File: src/rtl/countdown_timer_if.sv
// Command, setpoint and display bundle between the microwave controller and the countdown timer.
interface countdown_timer_if;
    logic       start;
    logic       stop;
    logic       pause;
    logic [6:0] min;
    logic [6:0] sec;
    logic       done;
    logic [7:0] an;
    logic [7:0] dec_cat;

    modport master (output start, stop, pause, min, sec, input done, an, dec_cat);
    modport slave  (input start, stop, pause, min, sec, output done, an, dec_cat);
endinterface

File: src/rtl/countdown_timer.sv
// MM:SS countdown engine with run/pause/stop control and a 5-slot scanned 7-segment display.
module countdown_timer #(
    parameter int unsigned TICK_DIV = 100_000_000,
    parameter int unsigned SCAN_DIV = 100_000
) (
    input  logic              clock,
    input  logic              reset,
    countdown_timer_if.slave  tmr
);

    localparam int unsigned TICK_W = (TICK_DIV > 1) ? $clog2(TICK_DIV) : 1;
    localparam int unsigned SCAN_W = (SCAN_DIV > 1) ? $clog2(SCAN_DIV) : 1;
    localparam logic [TICK_W-1:0] TICK_LAST = TICK_W'(TICK_DIV - 1);
    localparam logic [SCAN_W-1:0] SCAN_LAST = SCAN_W'(SCAN_DIV - 1);

    localparam logic [1:0] ST_IDLE   = 2'd0;
    localparam logic [1:0] ST_RUN    = 2'd1;
    localparam logic [1:0] ST_PAUSED = 2'd2;

    logic [1:0]        state_q, state_d;
    logic [6:0]        cnt_min_q, cnt_min_d;
    logic [6:0]        cnt_sec_q, cnt_sec_d;
    logic [TICK_W-1:0] tick_cnt_q, tick_cnt_d;
    logic [SCAN_W-1:0] scan_cnt_q, scan_cnt_d;
    logic [2:0]        slot_q, slot_d;
    logic              start_prev_q;
    logic              done_q, done_d;
    logic [7:0]        an_q, an_d;
    logic [7:0]        dec_cat_q, dec_cat_d;

    logic       start_rise;
    logic [6:0] sat_min, sat_sec;
    logic [6:0] disp_min, disp_sec;
    logic [3:0] min_tens, min_units, sec_tens, sec_units;

    function automatic logic [3:0] bcd_tens(input logic [6:0] v);
        logic [3:0] t;
        t = 4'd0;
        for (int i = 1; i <= 9; i++) begin
            if (v >= 7'(10 * i)) t = 4'(i);
        end
        return t;
    endfunction

    function automatic logic [3:0] bcd_units(input logic [6:0] v, input logic [3:0] t);
        return 4'(v - 7'(t) * 7'd10);
    endfunction

    // Active-low segments a..g for a decimal digit; anything else blanks.
    function automatic logic [6:0] seg_of(input logic [3:0] d);
        logic [6:0] s;
        case (d)
            4'd0:    s = 7'b0000001;
            4'd1:    s = 7'b1001111;
            4'd2:    s = 7'b0010010;
            4'd3:    s = 7'b0000110;
            4'd4:    s = 7'b1001100;
            4'd5:    s = 7'b0100100;
            4'd6:    s = 7'b0100000;
            4'd7:    s = 7'b0001111;
            4'd8:    s = 7'b0000000;
            4'd9:    s = 7'b0000100;
            default: s = 7'b1111111;
        endcase
        return s;
    endfunction

    assign start_rise = tmr.start & ~start_prev_q;
    assign sat_min    = (tmr.min > 7'd99) ? 7'd99 : tmr.min;
    assign sat_sec    = (tmr.sec > 7'd59) ? 7'd59 : tmr.sec;

    always_ff @(posedge clock or posedge reset) begin
        if (reset) begin
            state_q      <= ST_IDLE;
            cnt_min_q    <= '0;
            cnt_sec_q    <= '0;
            tick_cnt_q   <= '0;
            scan_cnt_q   <= '0;
            slot_q       <= '0;
            start_prev_q <= 1'b0;
            done_q       <= 1'b0;
            an_q         <= 8'hFF;
            dec_cat_q    <= 8'hFF;
        end else begin
            state_q      <= state_d;
            cnt_min_q    <= cnt_min_d;
            cnt_sec_q    <= cnt_sec_d;
            tick_cnt_q   <= tick_cnt_d;
            scan_cnt_q   <= scan_cnt_d;
            slot_q       <= slot_d;
            start_prev_q <= tmr.start;
            done_q       <= done_d;
            an_q         <= an_d;
            dec_cat_q    <= dec_cat_d;
        end
    end

    // Control FSM: stop > pause > start > tick.
    always_comb begin
        state_d    = state_q;
        cnt_min_d  = cnt_min_q;
        cnt_sec_d  = cnt_sec_q;
        tick_cnt_d = tick_cnt_q;
        done_d     = 1'b0;
        case (state_q)
            ST_IDLE: begin
                if (start_rise) begin
                    tick_cnt_d = '0;
                    cnt_min_d  = sat_min;
                    cnt_sec_d  = sat_sec;
                    if ((sat_min == 7'd0) && (sat_sec == 7'd0)) done_d  = 1'b1;
                    else                                        state_d = ST_RUN;
                end
            end
            ST_RUN: begin
                if (tmr.stop) begin
                    state_d    = ST_IDLE;
                    cnt_min_d  = '0;
                    cnt_sec_d  = '0;
                    tick_cnt_d = '0;
                end else if (tmr.pause) begin
                    state_d = ST_PAUSED;
                end else if (tick_cnt_q == TICK_LAST) begin
                    tick_cnt_d = '0;
                    if (cnt_sec_q != 7'd0) begin
                        cnt_sec_d = cnt_sec_q - 7'd1;
                    end else if (cnt_min_q != 7'd0) begin
                        cnt_min_d = cnt_min_q - 7'd1;
                        cnt_sec_d = 7'd59;
                    end
                    if ((cnt_min_q == 7'd0) && (cnt_sec_q <= 7'd1)) begin
                        done_d  = 1'b1;
                        state_d = ST_IDLE;
                    end
                end else begin
                    tick_cnt_d = tick_cnt_q + TICK_W'(1);
                end
            end
            ST_PAUSED: begin
                if (tmr.stop) begin
                    state_d    = ST_IDLE;
                    cnt_min_d  = '0;
                    cnt_sec_d  = '0;
                    tick_cnt_d = '0;
                end else if (tmr.pause || start_rise) begin
                    state_d = ST_RUN;
                end
            end
            default: begin
                state_d = ST_IDLE;
            end
        endcase
    end

    assign disp_min  = (state_q == ST_IDLE) ? sat_min : cnt_min_q;
    assign disp_sec  = (state_q == ST_IDLE) ? sat_sec : cnt_sec_q;
    assign min_tens  = bcd_tens(disp_min);
    assign sec_tens  = bcd_tens(disp_sec);
    assign min_units = bcd_units(disp_min, min_tens);
    assign sec_units = bcd_units(disp_sec, sec_tens);

    // Display scan: slots 0..3 are the MM:SS digits, slot 4 hands digit 5 to the controller.
    always_comb begin
        scan_cnt_d = scan_cnt_q + SCAN_W'(1);
        slot_d     = slot_q;
        if (scan_cnt_q == SCAN_LAST) begin
            scan_cnt_d = '0;
            slot_d     = (slot_q == 3'd4) ? 3'd0 : slot_q + 3'd1;
        end
        an_d      = 8'hFF;
        dec_cat_d = 8'hFF;
        case (slot_q)
            3'd0: begin
                an_d      = 8'hFE;
                dec_cat_d = {seg_of(sec_units), 1'b1};
            end
            3'd1: begin
                an_d      = 8'hFD;
                dec_cat_d = {seg_of(sec_tens), 1'b1};
            end
            3'd2: begin
                an_d      = 8'hFB;
                dec_cat_d = {seg_of(min_units), 1'b0};
            end
            3'd3: begin
                an_d      = 8'hF7;
                dec_cat_d = {seg_of(min_tens), 1'b1};
            end
            default: begin
                an_d      = 8'hDF;
                dec_cat_d = 8'hFF;
            end
        endcase
    end

    assign tmr.done    = done_q;
    assign tmr.an      = an_q;
    assign tmr.dec_cat = dec_cat_q;

endmodule

File: src/flat_wrapper.sv
// flat-port wrapper written by rule: the top's interface ports become plain ports
module countdown_timer_flat 
#(
    parameter int unsigned TICK_DIV = 100_000_000,
    parameter int unsigned SCAN_DIV = 100_000
)
  (clock, reset, tmr_start, tmr_stop, tmr_pause, tmr_min, tmr_sec, tmr_done, tmr_an, tmr_dec_cat);
  countdown_timer_if tmr_i ();
  input  logic clock;
  input  logic reset;
  input wire logic [$bits(tmr_i.start)-1:0] tmr_start;
  input wire logic [$bits(tmr_i.stop)-1:0] tmr_stop;
  input wire logic [$bits(tmr_i.pause)-1:0] tmr_pause;
  input wire logic [$bits(tmr_i.min)-1:0] tmr_min;
  input wire logic [$bits(tmr_i.sec)-1:0] tmr_sec;
  output wire logic [$bits(tmr_i.done)-1:0] tmr_done;
  output wire logic [$bits(tmr_i.an)-1:0] tmr_an;
  output wire logic [$bits(tmr_i.dec_cat)-1:0] tmr_dec_cat;
  assign tmr_i.start = tmr_start;
  assign tmr_i.stop = tmr_stop;
  assign tmr_i.pause = tmr_pause;
  assign tmr_i.min = tmr_min;
  assign tmr_i.sec = tmr_sec;
  assign tmr_done = tmr_i.done;
  assign tmr_an = tmr_i.an;
  assign tmr_dec_cat = tmr_i.dec_cat;
  countdown_timer #(.TICK_DIV(TICK_DIV), .SCAN_DIV(SCAN_DIV)) u_core (.clock(clock), .reset(reset), .tmr(tmr_i));
endmodule
File: config.mk
export PLATFORM = sky130hd
export DESIGN_NAME = countdown_timer_flat
export DESIGN_NICKNAME = d
export VERILOG_FILES = /design/src/rtl/countdown_timer_if.sv /design/src/rtl/countdown_timer.sv /design/src/flat_wrapper.sv
export SDC_FILE = /design/constraint.sdc
export NUM_CORES = 1
export LEC_CHECK = 0
export CAP_MARGIN = 20
export CORE_MARGIN = 4
export CORE_UTILIZATION = 42
export CTS_CLUSTER_DIAMETER = 80
export DETAILED_ROUTE_END_ITERATION = 8
export PLACE_DENSITY = 0.69
export SLEW_MARGIN = 20
export SYNTH_ARGS = -nofsm -noshare
export SYNTH_HDL_FRONTEND = slang
export SYNTH_SLANG_ARGS = --single-unit
File: constraint.sdc
create_clock -name clock -period 12 [get_ports clock]
set_clock_uncertainty 0.1 [all_clocks]
set_input_delay 2.4 -clock clock [delete_from_list [all_inputs] [get_ports clock]]
set_output_delay 2.4 -clock clock [all_outputs]
set_load 0.005 [all_outputs]
* Word-level counts from Yosys, hierarchy flattened *
Memories as Yosys holds them, arrays and structs flattened.
Index checks and enable logic that the tools add are counted.

word-level totals
  flip-flop bits (word level) = 80
  ROM bits = 448
  input port bits = 19
  output and inout port bits = 17
  memories = 4

operators by class
  add/subtract/negate cells = 7
  $mul = 2
  order comparisons = 21
  equality and inequality tests = 19
  mux-type cells = 63
  bitwise operators = 2
  reduce and logical (&&, ||, !) cells = 15

memory list
  memory            depth  width  rd ports  clocked after Yosys merged registers in  write ports  RTL line               text
  (name not given)  16     7      1         0                                        0            countdown_timer.sv:52  case (d)
  (name not given)  16     7      1         0                                        0            countdown_timer.sv:52
  (name not given)  16     7      1         0                                        0            countdown_timer.sv:52
  (name not given)  16     7      1         0                                        0            countdown_timer.sv:52

operators by type and width
  cell                   number
  $mux 27                5
  $mux 7                 17
  $pmux 27 s3            1
  $ge 7x6->1 const B     6
  $ge 7x7->1 const B     6
  $pmux 7 s3             2
  $pmux 8 s4             1
  $ge 7x5->1 const B     4
  $add 27x1->27 const B  1
  $eq 27x27->1 const B   1
  $mux 3                 9
  $mux 2                 12
  $pmux 6 s4             1
  $logic_not 7->1        3
  $add 17x1->17 const B  1
  $eq 17x17->1 const B   1
  $mux 17                1
  $mux 4                 4
  $ge 7x4->1 const B     2
  $reduce_bool 7->1      2
  $sub 7x1->7 const B    2
  $ne 3x2->1 const B     3
  $mul 4x3->3 const B    2
  $mux 1                 8
  28 further kinds       34

* Depth between registers and ports, before layout *
Gate-level depths: netlist of run 1.
An unclocked memory read counts as a cell.

  word-level depth = 17
  mapped depth = 23
  gate-level depth less buffers = 20

* Worst setup path before layout of run 1 *
OpenSTA, ideal clock, no wires.

  path type = input to register
  from = in tmr_min[5]
  to = reg u_core.dec_cat_q[3], in the netlist u_core.tmr.dec_cat[3]
  library setup time = 0.081 ns
  arrival = 5.966 ns
  slack = 5.853 ns
  stages on the path = 20
  buffers on the path = 3
  cell sequence = buf_2 -> and2_1 -> buf_4 -> a2bb2oi_4 -> a211o_1 -> a31oi_1 -> a31oi_1 -> and2_0 -> o21ai_0 -> ha_1 -> inv_1 -> fa_1 -> xnor2_1 -> or2_1 -> o22ai_1 -> o21ai_1 -> o221ai_2 -> buf_6 -> mux2_4 -> o211ai_1

on the way
  longest elaborated chain between the ends = 17

RTL lines
  element                        RTL line                text
  start, declared                flat_wrapper.sv:14      input wire logic [$bits(tmr_i.min)-1:0] tmr_min;
  $gt 7x7->1                     countdown_timer.sv:69   assign sat_min = (tmr.min > 7'd99) ? 7'd99 : tmr.min;
  $mux 7 (*)                     countdown_timer.sv:69
  $mux 7 (*)                     countdown_timer.sv:155  assign disp_min = (state_q == ST_IDLE) ? sat_min : cnt_min_q;
  $ge 7x4->1                     countdown_timer.sv:40   if (v >= 7'(10 * i)) t = 4'(i);
  $mux 1                         countdown_timer.sv:40
  $mux 2 (2 in a row)            countdown_timer.sv:40
  $mux 3 (4 in a row)            countdown_timer.sv:40
  $mux 4 (2 in a row)            countdown_timer.sv:40
  $mul 4x3->3                    countdown_timer.sv:46   return 4'(v - 7'(t) * 7'd10);
  $sub 4x4->4                    countdown_timer.sv:46
  $mem_v2 16x7                   n/a
  $pmux 8 s4 (*)                 countdown_timer.sv:172  case (slot_q)
  named net u_core.dec_cat_d[3]  countdown_timer.sv:29   logic [7:0] dec_cat_q, dec_cat_d;
  end signal, assigned           countdown_timer.sv:94   dec_cat_q <= dec_cat_d;
  end, declared                  countdown_timer.sv:29

The timed path passes the listed nets; every way through them passes the cells marked *.
A chain may end at the register's enable or synchronous reset.

* Final worst setup path of run 1 *
  from = in tmr_min[5]
  to = reg u_core.dec_cat_q[2], in the netlist u_core.tmr.dec_cat[2]

The elaborated chain is that of the path after synthesis.

==> impl_metrics.env, run 1 <==
export IMPL_cts_sinks=77
export IMPL_finalHoldViolCount=0
export IMPL_cp_end_kind="register"
export IMPL_path_max_fanout=11
export IMPL_synthCells=669
export IMPL_critPathLaunch="tmr_min[5]"
export IMPL_syn_area_um2=5860
export IMPL_areaGrowthSynthToFinish_pct=11.5
export IMPL_n_fill_cell=1318
export IMPL_path_depth=18
export IMPL_max_stage_delay_ps=630
export IMPL_cts_post_setup_buffers_inserted=0
export IMPL_drc=0
export IMPL_cts_clk_slew_worst_paths_ps=60
export IMPL_grt_total_usage_pct=17.8
export IMPL_drive_gt1_share_pct=8.35
export IMPL_cts_made_buffers=9
export IMPL_fin_nets=752
export IMPL_vias=4972
export IMPL_slowest_stage="clkdlybuf4s50_1"
export IMPL_clkLatencyLatePin_ps=340
export IMPL_p_leak_uw=0.00275
export IMPL_cp_required_ps=12130
export IMPL_synth_seq_cells=77
export IMPL_timing_setup_tns_ps=0
export IMPL_crit_end="u_core.tmr.dec_cat[2]"
export IMPL_antenna_left=0
export IMPL_startpoint_type="input port"
export IMPL_max_cap_viol_count=0
export IMPL_tightest_slew_ps=766
export IMPL_ys_top_cells_by_area="dfrtp_1, ha_1, dfstp_2"
export IMPL_wl_per_cell_um=15.7
export IMPL_synth_cell_types=88
export IMPL_io_pins=36
export IMPL_timing_final_crit_share_pct=58.6
export IMPL_clock_path_buffers=2
export IMPL_io_buffers=32
export IMPL_start_util_pct=43.6
export IMPL_seq_area_um2=1940
export IMPL_cts_max_level=3
export IMPL_yosysMostFrequentCell="nor2_1"
export IMPL_path_buf_inv=2
export IMPL_setup_viol=0
export IMPL_max_slew_margin_rel_pct=48.5
export IMPL_r2r_cells=20
export IMPL_finalWeightedCongestion=0.969
export IMPL_final_setup_worst_slack_ps=4970
export IMPL_hp_class="register to register"
export IMPL_met2_wirelength_mm=6.55
export IMPL_status="finished clean"
export IMPL_cts_tree="done"
export IMPL_yosysTopAreaCellShare_pct=27.8
export IMPL_synthTopCellsByCount="nor2_1, dfrtp_1, nand2_1, o21ai_0, ha_1"
export IMPL_ys_flop_type="dfrtp_1"
export IMPL_routed_via_density=5.71
export IMPL_min_period_ps=7030
export IMPL_fin_util_pct=48.6
export IMPL_post_place_ws_ps=4670
export IMPL_synthArstFlopShare_pct=100
export IMPL_diodes=0
export IMPL_avgSynthCellArea_um2=8.76
export IMPL_overflow=0
export IMPL_dr_pass1_iters=5
export IMPL_crit_chain="clkdlybuf4s50_1, and2_1, o2bb2ai_1, a211o_1, a31oi_1, a31oi_1, and2_0, o21ai_0, ha_1, inv_1, fa_1, xnor2_1, or2_1, nor2_1, a21oi_1, o221ai_2, mux2i_1, o311ai_1"
export IMPL_vdd_drop_max_mv=0.197
export IMPL_fin_area_um2=6540
export IMPL_dr_wl_met3_um=596
export IMPL_grt_max_degree=78
export IMPL_die_area_um2=15900
export IMPL_met1_length_mm=6.24
export IMPL_highest_layer="met4"
export IMPL_synth_seq_area_share_pct=33.1
export IMPL_antenna_found_initial=0
export IMPL_die_w_um=126
export IMPL_die_y_um=126
export IMPL_drt_wl_total_mm=13.7
export IMPL_cts_root_buf="clkbuf_16"
export IMPL_p_total_uw=2110
export IMPL_dpl_hpwl_mm=10.1
export IMPL_core_um2=13500
export IMPL_drv_slew=0
export IMPL_drtIter0Drc=391
export IMPL_cts_hold_buf=0
export IMPL_crit_path_frequent_cell="a31oi_1"
export IMPL_multiInputGateArea_um2=3580
export IMPL_r2r_end="u_core.tmr.dec_cat[2]"
export IMPL_cts_resized=0
export IMPL_grt_pass1_vias=4892
export IMPL_crit_arrival_ps=7160
export IMPL_path_delay_family="compound AO/OA/AOI/OAI gates"
export IMPL_crit_type="input port to register"
export IMPL_rr_startpoint="u_core.state_q[0]"
export IMPL_yosysTopAreaCell="dfrtp_1"
export IMPL_synth_warning_count=0
export IMPL_dpl_cell_area_um2=6240
export IMPL_rsz0062_at_grt="no"
export IMPL_rows=42
export IMPL_synth_edf_count=0
export IMPL_power_density_nw_per_um2=323
export IMPL_max_freq_ghz=0.142
export IMPL_regToRegSetupSlack_ps=6460
export IMPL_grt_first_pass_wirelength_mm=23.8
[state kept, by name, summed over array words and instances, names as in the netlist]
register	flops
u_core.cnt_min_q	7
u_core.cnt_sec_q	7
u_core.scan_cnt_q	17
u_core.slot_q	3
u_core.start_prev_q	1
u_core.state_q	2
u_core.tick_cnt_q	27
u_core.tmr.an	4
u_core.tmr.dec_cat	8
u_core.tmr.done	1
[layout by cell type (no fill, tap or decap), types with 3 or more instances in the layout]
cell	n
mux2i_1	13
nor4_1	4
a21oi_2	5
nand2b_1	9
conb_1	3
ha_1	41
o21ai_0	45
xor2_1	21
and3_1	13
dfrtp_1	65
o21a_1	3
nor3b_1	4
or4_1	3
xnor2_1	20
a32oi_1	3
o211ai_1	11
nand4_1	8
or3_1	7
a21o_1	3
nand2_1	49
o22ai_1	6
nor2_1	81
nand3b_1	4
o31ai_1	6
and2_1	4
nor2b_1	8
clkbuf_16	9
dfstp_2	12
o21ai_1	4
nor3_1	19
nand3_1	28
o2111ai_1	3
a21oi_1	29
inv_1	39
clkdlybuf4s50_1	32
a31oi_1	10
[stage by stage]
| stage | cells | hold slack, ps |
|---|---|---|
| 2_1_floorplan | 671 | 346 |
| 3_3_place_gp | 855 | 364 |
| 3_5_place_dp | 855 | 369 |
| 4_1_cts | 871 | 381 |
| 5_1_grt | 871 | 408 |
| 6_report | 871 | 377 |
[cell families after synthesis]
| family | synth area share, % |
|---|---|
| flops | 33.1 |
| mux | 2.67 |
| other cells | 0.0640 |
| buf+inv | 5.89 |
| simple gates | 21.8 |
| compound gates | 19.9 |
| xor+xnor | 6.88 |
| fa+ha+maj | 9.61 |
[routing by layer]
| metal | global-route usage, % | up-vias |
|---|---|---|
| li1 | - | 2419 |
| met1 | 24.2 | 2387 |
| met2 | 28.4 | 142 |
| met3 | 3.01 | 24 |
| met4 | 6.75 | 0 |
| met5 | 0 | - |
[final cells by class]
type                    count  share of cell area (%)
multi-input cells         526                    54.8
flip-flops and latches     77                    29.7
repair buffers             35                    5.30
clock buffers              11                    3.56
well taps                 176                    3.37
inverters                  41                    2.35
clock inverters             5                   0.919
[worst min path at each step]
stage                                    start                   end  slack (ps)  depth (start not counted)
after detailed placement  u_core.scan_cnt_q[4]  u_core.scan_cnt_q[4]         370                          1
final                     u_core.scan_cnt_q[4]  u_core.scan_cnt_q[4]         380                          1
after CTS                 u_core.scan_cnt_q[4]  u_core.scan_cnt_q[4]         380                          1
after floorplan           u_core.scan_cnt_q[4]  u_core.scan_cnt_q[4]         350                          1
after global routing      u_core.scan_cnt_q[0]  u_core.scan_cnt_q[0]         410                          1
after global placement    u_core.scan_cnt_q[4]  u_core.scan_cnt_q[4]         360                          1
[where the power goes]
part           leakage [uW]  internal, uW  switching [uW]  total, uW
sequential         0.000994           320            47.0        366
clock              0.000140           162             110        272
combinational       0.00162           581             893       1470
total               0.00275          1060            1050       2110
Power figures use the tool's default switching activity.
==> run 2, diff against run 1 <==
Clock period 12 ns to 6.64 ns, I/O delays scaled along.
==> run 2 against run 1 <==
Net effect: cell area is essentially flat; highest routed layer unchanged; global-route usage shrank 0.092 points; critical path depth is the same.
==> impl_metrics.env, run 2 (synthesized netlist as in run 1, its figures left out) <==
export IMPL_status="finished clean"
export IMPL_min_period_ps=5860
export IMPL_p_leak_uw=0.00275
export IMPL_cts_root_buf="clkbuf_16"
export IMPL_rsz0062_at_grt="no"
export IMPL_die_y_um=126
export IMPL_vdd_drop_max_mv=0.371
export IMPL_path_delay_family="compound AO/OA/AOI/OAI gates"
export IMPL_path_max_fanout=11
export IMPL_r2r_end="u_core.tmr.dec_cat[2]"
export IMPL_grt_max_degree=41
export IMPL_crit_chain="clkdlybuf4s50_1, and2_1, o2bb2ai_1, a211o_1, a31oi_1, a31oi_1, and2_0, o21ai_0, ha_1, inv_1, fa_1, xnor2_1, or2_1, nor2_1, a21oi_1, o221ai_2, mux2i_1, o311ai_1"
export IMPL_dr_pass1_iters=5
export IMPL_r2r_cells=19
export IMPL_cts_max_level=3
export IMPL_wl_per_cell_um=15.6
export IMPL_clock_path_buffers=2
export IMPL_hp_class="register to register"
export IMPL_tightest_slew_ps=790
export IMPL_cts_hold_buf=0
export IMPL_seq_area_um2=1940
export IMPL_cp_end_kind="register"
export IMPL_timing_final_crit_share_pct=88.3
export IMPL_multiInputGateArea_um2=3580
export IMPL_cp_required_ps=6790
export IMPL_slowest_stage="clkdlybuf4s50_1"
export IMPL_power_density_nw_per_um2=580
export IMPL_setup_viol=0
export IMPL_mostFrequentLayoutCells="nor2_1, dfrtp_1, nand2_1"
export IMPL_crit_type="input port to register"
export IMPL_crit_path_frequent_cell="a31oi_1"
export IMPL_hold_slack_ps=373
export IMPL_finalWeightedCongestion=0.968
export IMPL_crit_arrival_ps=6010
export IMPL_regToRegSetupSlack_ps=1110
export IMPL_start_util_pct=43.6
export IMPL_n_fill_cell=1317
export IMPL_largest_reg_flops=27
export IMPL_die_area_um2=15900
export IMPL_areaGrowthSynthToFinish_pct=11.5
export IMPL_io_pins=36
export IMPL_drc=0
export IMPL_max_cap_viol_count=0
export IMPL_startpoint_type="input port"
export IMPL_grt_total_usage_pct=17.7
export IMPL_rr_startpoint="u_core.state_q[1]"
export IMPL_crit_end="u_core.tmr.dec_cat[2]"
export IMPL_fin_nets=752
export IMPL_die_w_um=126
export IMPL_rows=42
export IMPL_drv_slew=0
export IMPL_whs_path_depth=1
export IMPL_antenna_found_initial=0
export IMPL_cts_made_buffers=9
export IMPL_cts_tree="done"
export IMPL_top_register="u_core.tick_cnt_q"
export IMPL_drt_wl_total_mm=13.6
export IMPL_vias=4938
export IMPL_path_buf_inv=2
export IMPL_drive_gt1_share_pct=8.35
export IMPL_critPathLaunch="tmr_min[5]"
export IMPL_cts_clk_slew_worst_paths_ps=60
export IMPL_clkLatencyLatePin_ps=350
export IMPL_finalHoldViolCount=0
export IMPL_timing_setup_tns_ps=0
export IMPL_max_slew_margin_rel_pct=47.2
export IMPL_grt_pass1_vias=4909
export IMPL_final_common_cell="nor2_1"
export IMPL_p_total_uw=3790
export IMPL_cts_resized=0
export IMPL_antenna_left=0
export IMPL_grt_first_pass_wirelength_mm=23.7
export IMPL_io_buffers=32
export IMPL_dpl_hpwl_mm=10.1
export IMPL_overflow=0
export IMPL_max_freq_ghz=0.171
export IMPL_cts_post_setup_buffers_inserted=0
export IMPL_diodes=0
export IMPL_core_um2=13500
export IMPL_max_stage_delay_ps=640
export IMPL_routed_via_density=5.67
export IMPL_drtIter0Drc=319
export IMPL_path_depth=18
export IMPL_cts_sinks=77
## run 2: worst min-delay path by stage
| stage | from | endpoint |
|---|---|---|
| floorplan | u_core.scan_cnt_q[4] | u_core.scan_cnt_q[4] |
| global placement | u_core.scan_cnt_q[4] | u_core.scan_cnt_q[4] |
| detailed placement | u_core.scan_cnt_q[4] | u_core.scan_cnt_q[4] |
| CTS | u_core.scan_cnt_q[4] | u_core.scan_cnt_q[4] |
| global route | u_core.scan_cnt_q[4] | u_core.scan_cnt_q[4] |
| finish | u_core.scan_cnt_q[4] | u_core.scan_cnt_q[4] |
## run 2: layout make-up
| class | count | share of cell area [%] |
|---|---|---|
| Clock buffer | 11 | 3.56 |
| Inverter | 41 | 2.36 |
| Clock inverter | 5 | 0.920 |
| Sequential cell | 77 | 29.7 |
| Timing Repair Buffer | 35 | 5.25 |
| Multi-Input combinational cell | 526 | 54.8 |
| Tap cell | 176 | 3.37 |
## run 2: stage by stage
step	setup WS [ps]	area [um^2]	std cells	util [%]
2_1_floorplan	1570	5870	671	-
3_3_place_gp	685	6240	855	46.4
3_5_place_dp	494	6240	855	46.4
4_1_cts	846	6530	871	48.5
5_1_grt	357	6530	871	48.5
6_report	777	6530	871	48.5
## run 2: report_power, final
group	total, uW	leakage, uW	internal (uW)	switching, uW
sequential	660	0.000994	577	83.2
combinational	2630	0.00162	1050	1580
clock	495	0.000140	293	202
total	3790	0.00275	1920	1870
## run 2: layer usage
metal | vias to the layer above | GRT usage, % | part of all wire, %
met1 | 2380 | 23.5 | 47
met5 | - | 0 | 0
met3 | 24 | 3.85 | 3.9
met4 | 0 | 5.62 | 2.0
li1 | 2423 | - | -
met2 | 111 | 28.8 | 47
